==> src/rtl/ball_sprite_engine.sv <==
// Two-axis bouncing SIZE x SIZE sprite for the vga_adapter write port:
// each accepted frame tick erases the sprite, moves it once, then redraws it.
module ball_sprite_engine #(
   parameter int unsigned SCREEN_W = 160,
   parameter int unsigned SCREEN_H = 120,
   parameter int unsigned XW       = 8,
   parameter int unsigned YW       = 7,
   parameter int unsigned SIZE     = 4,
   parameter int unsigned X0       = 78,
   parameter int unsigned Y0       = 58,
   parameter logic [2:0]  BG       = 3'b000
) (
   input  logic          clk,
   input  logic          resetn,
   input  logic          frame_tick,
   input  logic          run,
   input  logic [2:0]    speed_x,
   input  logic [2:0]    speed_y,
   input  logic [2:0]    fg_colour,
   output logic [XW-1:0] x,
   output logic [YW-1:0] y,
   output logic [2:0]    colour,
   output logic          plot,
   output logic          busy,
   output logic [XW-1:0] ball_x,
   output logic [YW-1:0] ball_y,
   output logic          bounce_x,
   output logic          bounce_y
);

   typedef enum logic [2:0] {S_INIT, S_IDLE, S_ERASE, S_MOVE, S_DRAW} state_t;

   localparam logic [3:0]  LAST_P = 4'(SIZE - 1);
   localparam logic [3:0]  ROWS   = 4'(SIZE);
   localparam logic [XW:0] XLIM   = (XW+1)'(SCREEN_W - SIZE);
   localparam logic [YW:0] YLIM   = (YW+1)'(SCREEN_H - SIZE);

   state_t        state_q, state_d;
   logic [3:0]    px_q, px_d, py_q, py_d;
   logic [XW-1:0] bx_q, bx_d, x_q, x_d;
   logic [YW-1:0] by_q, by_d, y_q, y_d;
   logic          dirx_q, dirx_d, diry_q, diry_d;
   logic [2:0]    colour_q, colour_d, emit_col;
   logic          plot_q, plot_d, busy_q, busy_d;
   logic          bncx_q, bncx_d, bncy_q, bncy_d;
   logic          emit, scan_done;
   logic [XW:0]   x_spd, x_sum;
   logic [YW:0]   y_spd, y_sum;

   // state_q names what the registered outputs currently show, so the first
   // erase/draw pixel is emitted on the same edge that enters that phase.
   always_comb begin
      state_d  = state_q;
      px_d     = px_q;
      py_d     = py_q;
      bx_d     = bx_q;
      by_d     = by_q;
      dirx_d   = dirx_q;
      diry_d   = diry_q;
      x_d      = x_q;
      y_d      = y_q;
      colour_d = colour_q;
      plot_d   = 1'b0;
      bncx_d   = 1'b0;
      bncy_d   = 1'b0;
      emit     = 1'b0;
      emit_col = colour_q;
      scan_done = (py_q == ROWS);
      x_spd    = (XW+1)'(speed_x);
      y_spd    = (YW+1)'(speed_y);
      x_sum    = {1'b0, bx_q} + x_spd;
      y_sum    = {1'b0, by_q} + y_spd;

      case (state_q)
         S_INIT: begin
            if (scan_done) begin
               state_d = S_IDLE;
               px_d    = '0;
               py_d    = '0;
            end else begin
               emit     = 1'b1;
               emit_col = (px_q == '0 && py_q == '0) ? fg_colour : colour_q;
            end
         end
         S_IDLE: begin
            if (frame_tick && run) begin
               state_d  = S_ERASE;
               emit     = 1'b1;
               emit_col = BG;
            end
         end
         S_ERASE: begin
            if (scan_done) begin
               state_d = S_MOVE;
               px_d    = '0;
               py_d    = '0;
               if (!dirx_q) begin
                  if (x_sum > XLIM) begin
                     bx_d   = XLIM[XW-1:0];
                     dirx_d = 1'b1;
                     bncx_d = 1'b1;
                  end else begin
                     bx_d = x_sum[XW-1:0];
                  end
               end else if ({1'b0, bx_q} < x_spd) begin
                  bx_d   = '0;
                  dirx_d = 1'b0;
                  bncx_d = 1'b1;
               end else begin
                  bx_d = bx_q - x_spd[XW-1:0];
               end
               if (!diry_q) begin
                  if (y_sum > YLIM) begin
                     by_d   = YLIM[YW-1:0];
                     diry_d = 1'b1;
                     bncy_d = 1'b1;
                  end else begin
                     by_d = y_sum[YW-1:0];
                  end
               end else if ({1'b0, by_q} < y_spd) begin
                  by_d   = '0;
                  diry_d = 1'b0;
                  bncy_d = 1'b1;
               end else begin
                  by_d = by_q - y_spd[YW-1:0];
               end
            end else begin
               emit     = 1'b1;
               emit_col = BG;
            end
         end
         S_MOVE: begin
            state_d  = S_DRAW;
            emit     = 1'b1;
            emit_col = fg_colour;
         end
         S_DRAW: begin
            if (scan_done) begin
               state_d = S_IDLE;
               px_d    = '0;
               py_d    = '0;
            end else begin
               emit = 1'b1;
            end
         end
         default: state_d = S_INIT;
      endcase

      if (emit) begin
         plot_d   = 1'b1;
         x_d      = bx_q + XW'(px_q);
         y_d      = by_q + YW'(py_q);
         colour_d = emit_col;
         if (px_q == LAST_P) begin
            px_d = '0;
            py_d = py_q + 4'd1;
         end else begin
            px_d = px_q + 4'd1;
         end
      end

      busy_d = (state_d != S_IDLE);
   end

   always_ff @(posedge clk) begin
      if (!resetn) begin
         state_q  <= S_INIT;
         px_q     <= '0;
         py_q     <= '0;
         bx_q     <= XW'(X0);
         by_q     <= YW'(Y0);
         dirx_q   <= 1'b0;
         diry_q   <= 1'b0;
         x_q      <= '0;
         y_q      <= '0;
         colour_q <= BG;
         plot_q   <= 1'b0;
         busy_q   <= 1'b0;
         bncx_q   <= 1'b0;
         bncy_q   <= 1'b0;
      end else begin
         state_q  <= state_d;
         px_q     <= px_d;
         py_q     <= py_d;
         bx_q     <= bx_d;
         by_q     <= by_d;
         dirx_q   <= dirx_d;
         diry_q   <= diry_d;
         x_q      <= x_d;
         y_q      <= y_d;
         colour_q <= colour_d;
         plot_q   <= plot_d;
         busy_q   <= busy_d;
         bncx_q   <= bncx_d;
         bncy_q   <= bncy_d;
      end
   end

   assign x        = x_q;
   assign y        = y_q;
   assign colour   = colour_q;
   assign plot     = plot_q;
   assign busy     = busy_q;
   assign ball_x   = bx_q;
   assign ball_y   = by_q;
   assign bounce_x = bncx_q;
   assign bounce_y = bncy_q;

endmodule

==> config.mk <==
export PLATFORM = sky130hd
export DESIGN_NAME = ball_sprite_engine
export DESIGN_NICKNAME = d
export VERILOG_FILES = /design/src/rtl/ball_sprite_engine.sv
export SDC_FILE = /design/constraint.sdc
export NUM_CORES = 1
export LEC_CHECK = 0
export ABC_AREA = 0
export CORE_ASPECT_RATIO = 2
export CORE_MARGIN = 2
export CORE_UTILIZATION = 57
export CTS_BUF_LIST = sky130_fd_sc_hd__clkbuf_8
export DETAILED_ROUTE_END_ITERATION = 12
export PLACE_DENSITY = 0.87
export SYNTH_ARGS = -nofsm -noshare
export SYNTH_HDL_FRONTEND = slang
export SYNTH_SLANG_ARGS = --single-unit
==> constraint.sdc <==
create_clock -name clk -period 2.7 [get_ports clk]
set_input_delay 0.54 -clock clk [delete_from_list [all_inputs] [get_ports clk]]
set_output_delay 0.54 -clock clk [all_outputs]
set_load 0.03 [all_outputs]
# [After elaboration in Yosys (flattened, before gate mapping)]
# Cells that the tools add are included.
[word_totals] wordCells=88 in_bits=13 ff_bits=50
[classes] muxes=37 reduce_logical=14 addsub=8 order_cmp=4 n_eq_ne=11
[op_table] operator="$mux 4" n=8
[op_table] operator="$mux 8" n=3
[op_table] operator="$pmux 3 s4" n=2
[op_table] operator="$mux 3" n=7
[op_table] operator="$mux 7" n=3
[op_table] operator="$mux 1" n=13
[op_table] operator="$add 8x3->9" n=1
[op_table] operator="$gt 9x8->1 const B" n=1
[op_table] operator="$add 4x1->4 const B" n=2
[op_table] operator="$add 7x3->8" n=1
[op_table] operator="$add 8x4->8" n=1
[op_table] operator="$gt 8x7->1 const B" n=1
[op_table] operator="$logic_not 4->1" n=2
[op_table] operator="$lt 8x3->1" n=1
[op_table] operator="$ne 2x2->1 const B" n=4
[op_table] operator="$sub 8x3->8" n=1
[op_table] operator="$add 7x4->7" n=1
[op_table] operator="$lt 7x3->1" n=1
[op_table] operator="$sub 7x3->7" n=1
[op_table] operator="$eq 3x2->1 const B" n=2
[op_table] operator="$reduce_and 6->1" n=1
[op_table] operator="$eq 4x2->1 const B" n=1
[op_table] operator="$eq 4x3->1 const B" n=1
[op_table] operator="$reduce_and 2->1" n=2
[op_table] operator="11 further kinds" n=13

# [Longest topological paths before layout]
# Gate-level depths: netlist (run 1).
[depth] word_depth=5 ltp_mapped=9

# [Worst setup path after synthesis (run 1)]
# OpenSTA, ideal clock, no wires.
[synth_timing] path_kind="register to register" startpoint="reg bx_q[0] (netlist: ball_x[0])" endpoint="reg bx_q[6] (netlist: ball_x[6])" setup_ps=122 stages_incl_launch_ff=10 setup_slack_ps=141 path_buffers=0 t_arrival_ps=2437 t_required_ps=2578 path_cell_list="dfxtp_1 ha_1 inv_1 fa_1 o21bai_1 nand4_2 and4b_1 nor3_2 nand2_1 a221o_1"
[synth_via] elab_chain_cells=4
[synth_rtl] element="start, declared" line_no="40" text="logic [XW-1:0] bx_q, bx_d, x_q, x_d;"
[synth_rtl] element="start signal, assigned" line_no="170" text="bx_q <= XW'(X0);"
[synth_rtl] element="$add 8x3->9" line_no="71" text="x_sum = {1'b0, bx_q} + x_spd;"
[synth_rtl] element="$gt 9x8->1" line_no="98" text="if (x_sum > XLIM) begin"
[synth_rtl] element="$mux 8" line_no="98"
[synth_rtl] element="$mux 8 *" line_no="97" text="if (!dirx_q) begin"
# Every way passes the cells marked *; elsewhere a longest branch is shown, timed or not.
# A chain may end at the register's enable or synchronous reset.

# [Final worst setup path (run 1)]
[layout_timing] startpoint="in speed_x[2]" endpoint="reg bx_q[6] (netlist: ball_x[6])"
[layout_via] elab_chain_cells=4
[layout_rtl] element="start, declared" line_no="17" text="input logic [2:0] speed_x,"
[layout_rtl] element="$add 8x3->9" line_no="71"
[layout_rtl] element="$gt 9x8->1" line_no="98"
[layout_rtl] element="$mux 8" line_no="98"
[layout_rtl] element="$mux 8 *" line_no="97"
# Marked as above.

==> results.md, run 1 <==
* Fill count at roughly 450
* Clock sink total at 50
* Sw Share at 0.269
* DIE AREA at 6830 sq um
* Initial DRC count at 186
* I/O Buffers at 49
* Yosys cell types at 69
* Peak supply drop at between 0.2 and 0.25 mV
* Antenna violations before repair at 0
* Synthesized area at 3500 sq um
* Crit path arrival time at ~2.8 ns
* Starting density of the core at 0.588
* Vias in the first global route at approximately 3,600
* Ports at 50
* Yosys top cell area share at 0.286
* Final ANT Viol Nets at 0
* Area contributors post-synth: dfxtp_1 (29%), ha_1 (8.6%), a21oi_1 (5.3%)
* Syn Inst Count at around 440
* Crit Path Max Fanout at 5
* Type of the most critical hold path: register to register
* Final min period at 2.59 ns
* Layout cell share with drive strength beyond 1 at 0.161
* CTS Buf Count at 5
* Setup CP Type: primary input to register
* Antenna diodes at 0
* Final setup violating endpoints at 0
* Grt ovf at 0
* CTS tree: built
* DP Wirelength at 7370 microns
* Finished Core Util at 0.759
* Ys flop type: dfxtp_1
* Mean area per synthesized cell at 8.06 sq um
* Fin crit share at 0.960
* Power Density at 367 nW/um^2
* Synth Warn # at 0
* Vias per inst at 6.16
* Tot GR Track Use at 0.305
* Clock latency on the worst-skew pair at 0.32 ns
* Clock-pin slew of the registers on the worst-case setup and hold paths at 0.10 ns
* Max clock buf depth at 2
* CP required at 2.90 ns
* Pin count of the biggest net entering global routing at 39
* Drt wl/cell at 17.0 microns
* Slew @ Worst Pin at 0.624 ns
* Pint at roughly 1.2 mW
* Total Power at 1.66 mW
* Core area at 5960 sq um
* Maximum operating frequency at 386 MHz
* Mapped Nets at roughly 480
* Combinational cell fraction of total power at 0.187
* Number of synthesized flops with an enable pin at 0
* Routed WL at between 9000 and 10,000 microns
* GPL Wtd Cong at 0.981
* Cell taking the most area after synthesis: dfxtp_1
* Hold Vio Cnt, Final at 0
* Die height at ~110 microns
* CP Launch Type: primary input
* Drt pass-1 iters at 4
* Setup crit end kind: register
* Clk network pwr share at 0.345
* Die X at 59.4 microns
* Row cnt at 40
* Nets at 557
* Residual DRC at 0
* Worst Clk Skew at 0.0123 ns
* First-pass GRT wire length at 16,300 microns
* Relative slew margins at 0.584
* P_leak at roughly 1.9 nW
* Seq cells post-synth at 50
* Min Hold Slack at 0.463 ns
* Status: completed
* CTS H-Tree Depth at 2
* Max-cap violations at 0
* Vias at around 3,600
* P&R area growth vs syn at 29.0%
* Most numerous cell in the Yosys netlist: dfxtp_1
* Flop pwr share at 0.468
* Slew Limit Fails at 0
* Root Buffer: clkbuf_8
* Asr flop ratio synth at 0
* Switch Pwr at 0.447 mW
* Synth top cells by count: dfxtp_1 (50), nand2_1 (48), nor2_1 (42), a21oi_1 (37), ha_1 (24)
* Seq/Total Area, Yosys at 0.286
[worst max-delay path, cell delays in order]
cell             delay [ns]
clkdlybuf4s50_1        0.48
inv_1                  0.05
ha_1                   0.38
nor2b_2                0.21
a211oi_4               0.32
a31oi_1                0.16
nor3_2                 0.20
nand2_2                0.12
a221o_1                0.33
[cells by family after synthesis]
logic type / after synthesis / synth area share
adder cells (fa/ha/maj): 30 / 0.120
XOR/XNOR: 23 / 0.0575
flip-flops: 50 / 0.286
AO/OA/AOI/OAI: 117 / 0.231
buffers and inverters: 46 / 0.0521
multiplexers: 7 / 0.0200
AND/OR/NAND/NOR: 162 / 0.233
[power by group through the flow]
stage	clock (mW)	combinational (mW)	sequential, mW
after global placement	0	0.290	0.793
after detailed placement	0	0.299	0.795
after CTS	0.575	0.300	0.778
after global routing	0.597	0.336	0.781
final	0.573	0.310	0.778
after floorplan	0	0.140	0.829
[sequential cells by signal, summed over array words and instances (netlist names)]
name,flops
bounce_y,1
busy,1
py_q,4
colour,3
ball_x,8
px_q,4
diry_q,1
ball_y,7
x,8
dirx_q,1
bounce_x,1
plot,1
y,7
state_q,3
[cell usage in the layout (no fill, tap or decap), types with 4 or more instances in the layout]
master	instances
clkdlybuf4s50_1	46
nor2b_1	13
nor2_1	42
ha_1	21
a21o_1	5
a32oi_1	4
inv_1	21
xnor2_1	16
xor2_1	7
nand2b_1	5
a211oi_1	11
buf_4	45
nor3_1	10
a21oi_1	36
dfxtp_1	50
clkbuf_8	6
fa_1	4
o21ai_0	15
nand3_1	11
nand2_1	46
mux2i_1	7
o21bai_1	4
[layer usage]
layer  wire [microns]  up-vias  GRT usage
met5                0        -          0
met4              659        0      0.206
met3              341       50     0.0270
met2             5320      129      0.532
met1             3530     1680      0.334
li1                 -     1699          -
[what timing repair did]
item	in CTS	in global routing
hold buffers	0	0
endpoints found under the setup margin	3	16
pin swaps	3	16
setup buffers	2	1
gates resized for setup	2	20
[stage by stage]
| stage | setup slack [ns] | TNS, ns | cells | instance area (sq um) |
|---|---|---|---|---|
| floorplan | 0.141 | 0 | 435 | 3500 |
| global placement | -0.324 | -3.48 | 567 | 4300 |
| detailed placement | -0.430 | -4.66 | 567 | 4300 |
| CTS | 0.00416 | 0 | 577 | 4440 |
| global route | -0.0176 | -0.0176 | 578 | 4520 |
| finish | 0.109 | 0 | 578 | 4520 |
[final timing paths]
check	startpoint	cells past startpoint	slack [ns]	endpoint
min	x[4]$_SDFFE_PN0P_	2	0.46	x[4]$_SDFFE_PN0P_
min reg2reg	x[4]$_SDFFE_PN0P_	2	0.46	x[4]$_SDFFE_PN0P_
max	speed_x[2]	9	0.11	ball_x[6]$_SDFFE_PN1P_
max reg2reg	ball_x[0]$_SDFFE_PN0P_	9	0.15	ball_x[1]$_SDFFE_PN1P_
[cell type report]
| class | instances | area, sq um | area share |
|---|---|---|---|
| clock buffer | 6 | 82.6 | 0.0183 |
| multi-input combinational | 339 | 2390 | 0.529 |
| sequential | 50 | 1000 | 0.221 |
| clock inverter | 2 | 38.8 | 0.00858 |
| inverter | 24 | 90.1 | 0.0199 |
| tap | 63 | 78.8 | 0.0174 |
| timing repair buffer | 94 | 836 | 0.185 |
Power figures use the tool's default switching activity.
==> run 2, diff against run 1 <==
CORE_UTILIZATION = 40   (was 57)
PLACE_DENSITY = 0.66   (was 0.87)
==> results.md, run 2 (synthesis gave the netlist of run 1 again) <==
* Power Density at 328 nW/um^2
* Slew Limit Fails at 0
* Final ANT Viol Nets at 0
* Most common cell after layout, fill and taps aside: buf_4
* Finished Core Util at 0.538
* Pin count of the biggest net entering global routing at 29
* I/O Buffers at 49
* Critical R2R Capture: ball_x[6]$_SDFFE_PN1P_
* Fin area at 4620 sq um
* P&R area growth vs syn at 31.9%
* Antenna diodes at 0
* Clock latency on the worst-skew pair at 0.31 ns
* Clock-pin slew of the registers on the worst-case setup and hold paths at 0.09 ns
* GPL Wtd Cong at roughly 0.93
* Final setup violating endpoints at 0
* Row cnt at 48
* DIE AREA at 9570 sq um
* Worst hold stages at 2
* Final min period at 2.65 ns
* DP Wirelength at just under 8000 microns
* Dpl ws at -0.456 ns
* Hold Vio Cnt, Final at 0
* Drt pass-1 iters at 5
* Grt ovf at 0
* Min Hold Slack at 0.452 ns
* Crit path arrival time at 2.84 ns
* CTS Buf Count at 5
* Tot GR Track Use at 0.220
* Setup CP Type: primary input to register
* Die height at 136 microns
* Peak supply drop at 0.195 mV
* Initial DRC count at 194
* CP required at between 2 and 3 ns
* Worst Clk Skew at 0.0130 ns
* Ports at 50
* Worst Setup Slack, final at ~0.05 ns
* Max-cap violations at 0
* Total Power at 1.52 mW
* R2R cell count at 9
* Die X at 70.2 microns
* RSZ-0062 raised after global routing: yes
* P_leak at 1.90 nW
* Routed WL at 10,200 microns
* Root Buffer: clkbuf_8
* First-pass GRT wire length at 16,900 microns
* Nets at 570
* Hold Path Sink: y[4]$_SDFFE_PN0P_
* Antenna violations before repair at 0
* Maximum operating frequency at approximately 380 MHz
* Vias at 3,575
* Most frequent cells in the layout: buf_4 (58), dfxtp_1 (50), clkdlybuf4s50_1 (48)
* CP Launch Type: primary input
* R2R setup slack at 0.27 ns
* Drt wl/cell at 16.3 microns
* Clock sink total at 50
* Relative slew margins at 0.592
* Slew @ Worst Pin at about 0.6 ns
* R2R Path Start: ball_x[0]$_SDFFE_PN0P_
* Core area at 8590 sq um
* Layout cell share with drive strength beyond 1 at 0.180
* Type of the most critical hold path: register to register
* Vias per inst at 5.70
* CTS H-Tree Depth at 2
* CTS tree: built
* Max clock buf depth at 2
* Residual DRC at 0
* Worst Hold Launch: y[4]$_SDFFE_PN0P_
* Setup crit end kind: register
* Area after DPL at ~4400 sq um
* Crit Path Max Fanout at 6
* Starting density of the core at 0.408
* Status: completed
* Vias in the first global route at 3,636
* Fin crit share at 0.981
run 2: worst max-delay path by stage:
| stage | cells after the start | end | slack [ns] | from |
|---|---|---|---|---|
| final | 9 | ball_x[6]$_SDFFE_PN1P_ | 0.05 | speed_x[1] |
| after global routing | 9 | ball_x[1]$_SDFFE_PN1P_ | -0.02 | speed_x[1] |
| after CTS | 9 | ball_x[1]$_SDFFE_PN1P_ | 0.01 | speed_x[1] |
| after detailed placement | 11 | ball_x[3]$_SDFFE_PN1P_ | -0.46 | speed_x[0] |
| after global placement | 10 | ball_x[6]$_SDFFE_PN1P_ | -0.36 | speed_x[0] |
| after floorplan | 9 | ball_x[6]$_SDFFE_PN1P_ | 0.14 | ball_x[0]$_SDFFE_PN0P_ |
run 2: layout make-up:
type                            instances  area [sq um]
Fill cell                             863          3970
Multi-Input combinational cell        339          2400
Sequential cell                        50          1000
Timing Repair Buffer                  107           925
Tap cell                              100           125
Inverter                               24          90.1
Clock buffer                            5          68.8
Clock inverter                          2          10.0
run 2: routing by layer:
metal / track usage / vias up / routed length (microns)
met1: 0.219 / 1688 / 3630
met5: 0 / - / 0
li1: - / 1729 / -
met3: 0.0230 / 44 / 338
met2: 0.423 / 114 / 5640
met4: 0.137 / 0 / 599
run 2: critical path: stages:
cell and delay, ns:
clkdlybuf4s50_1 0.49, inv_1 0.09, fa_2 0.43, o21bai_2 0.24, nand4_4 0.15, and4b_1 0.26, nor3_2 0.19, nand2_2 0.13
a221o_1 0.33
run 2: what timing repair did:
action / in CTS / in global routing
cloned: 0 / 0
pin swaps: 5 / 5
hold buffers: 0 / 0
resized for setup: 10 / 8
setup buffers: 2 / 1
endpoints found under the setup margin: 9 / 7
run 2: where the power goes:
part	switching (mW)	internal (mW)
clock network	0.249	0.175
registers	0.0169	0.761
logic	0.166	0.150
total	0.432	1.09
run 2: metrics by stage:
step                      cells  setup TNS (ns)
final                       627               0
after global placement      617           -4.10
after floorplan             435               0
after detailed placement    617           -5.20
after global routing        627         -0.0440
after CTS                   626               0
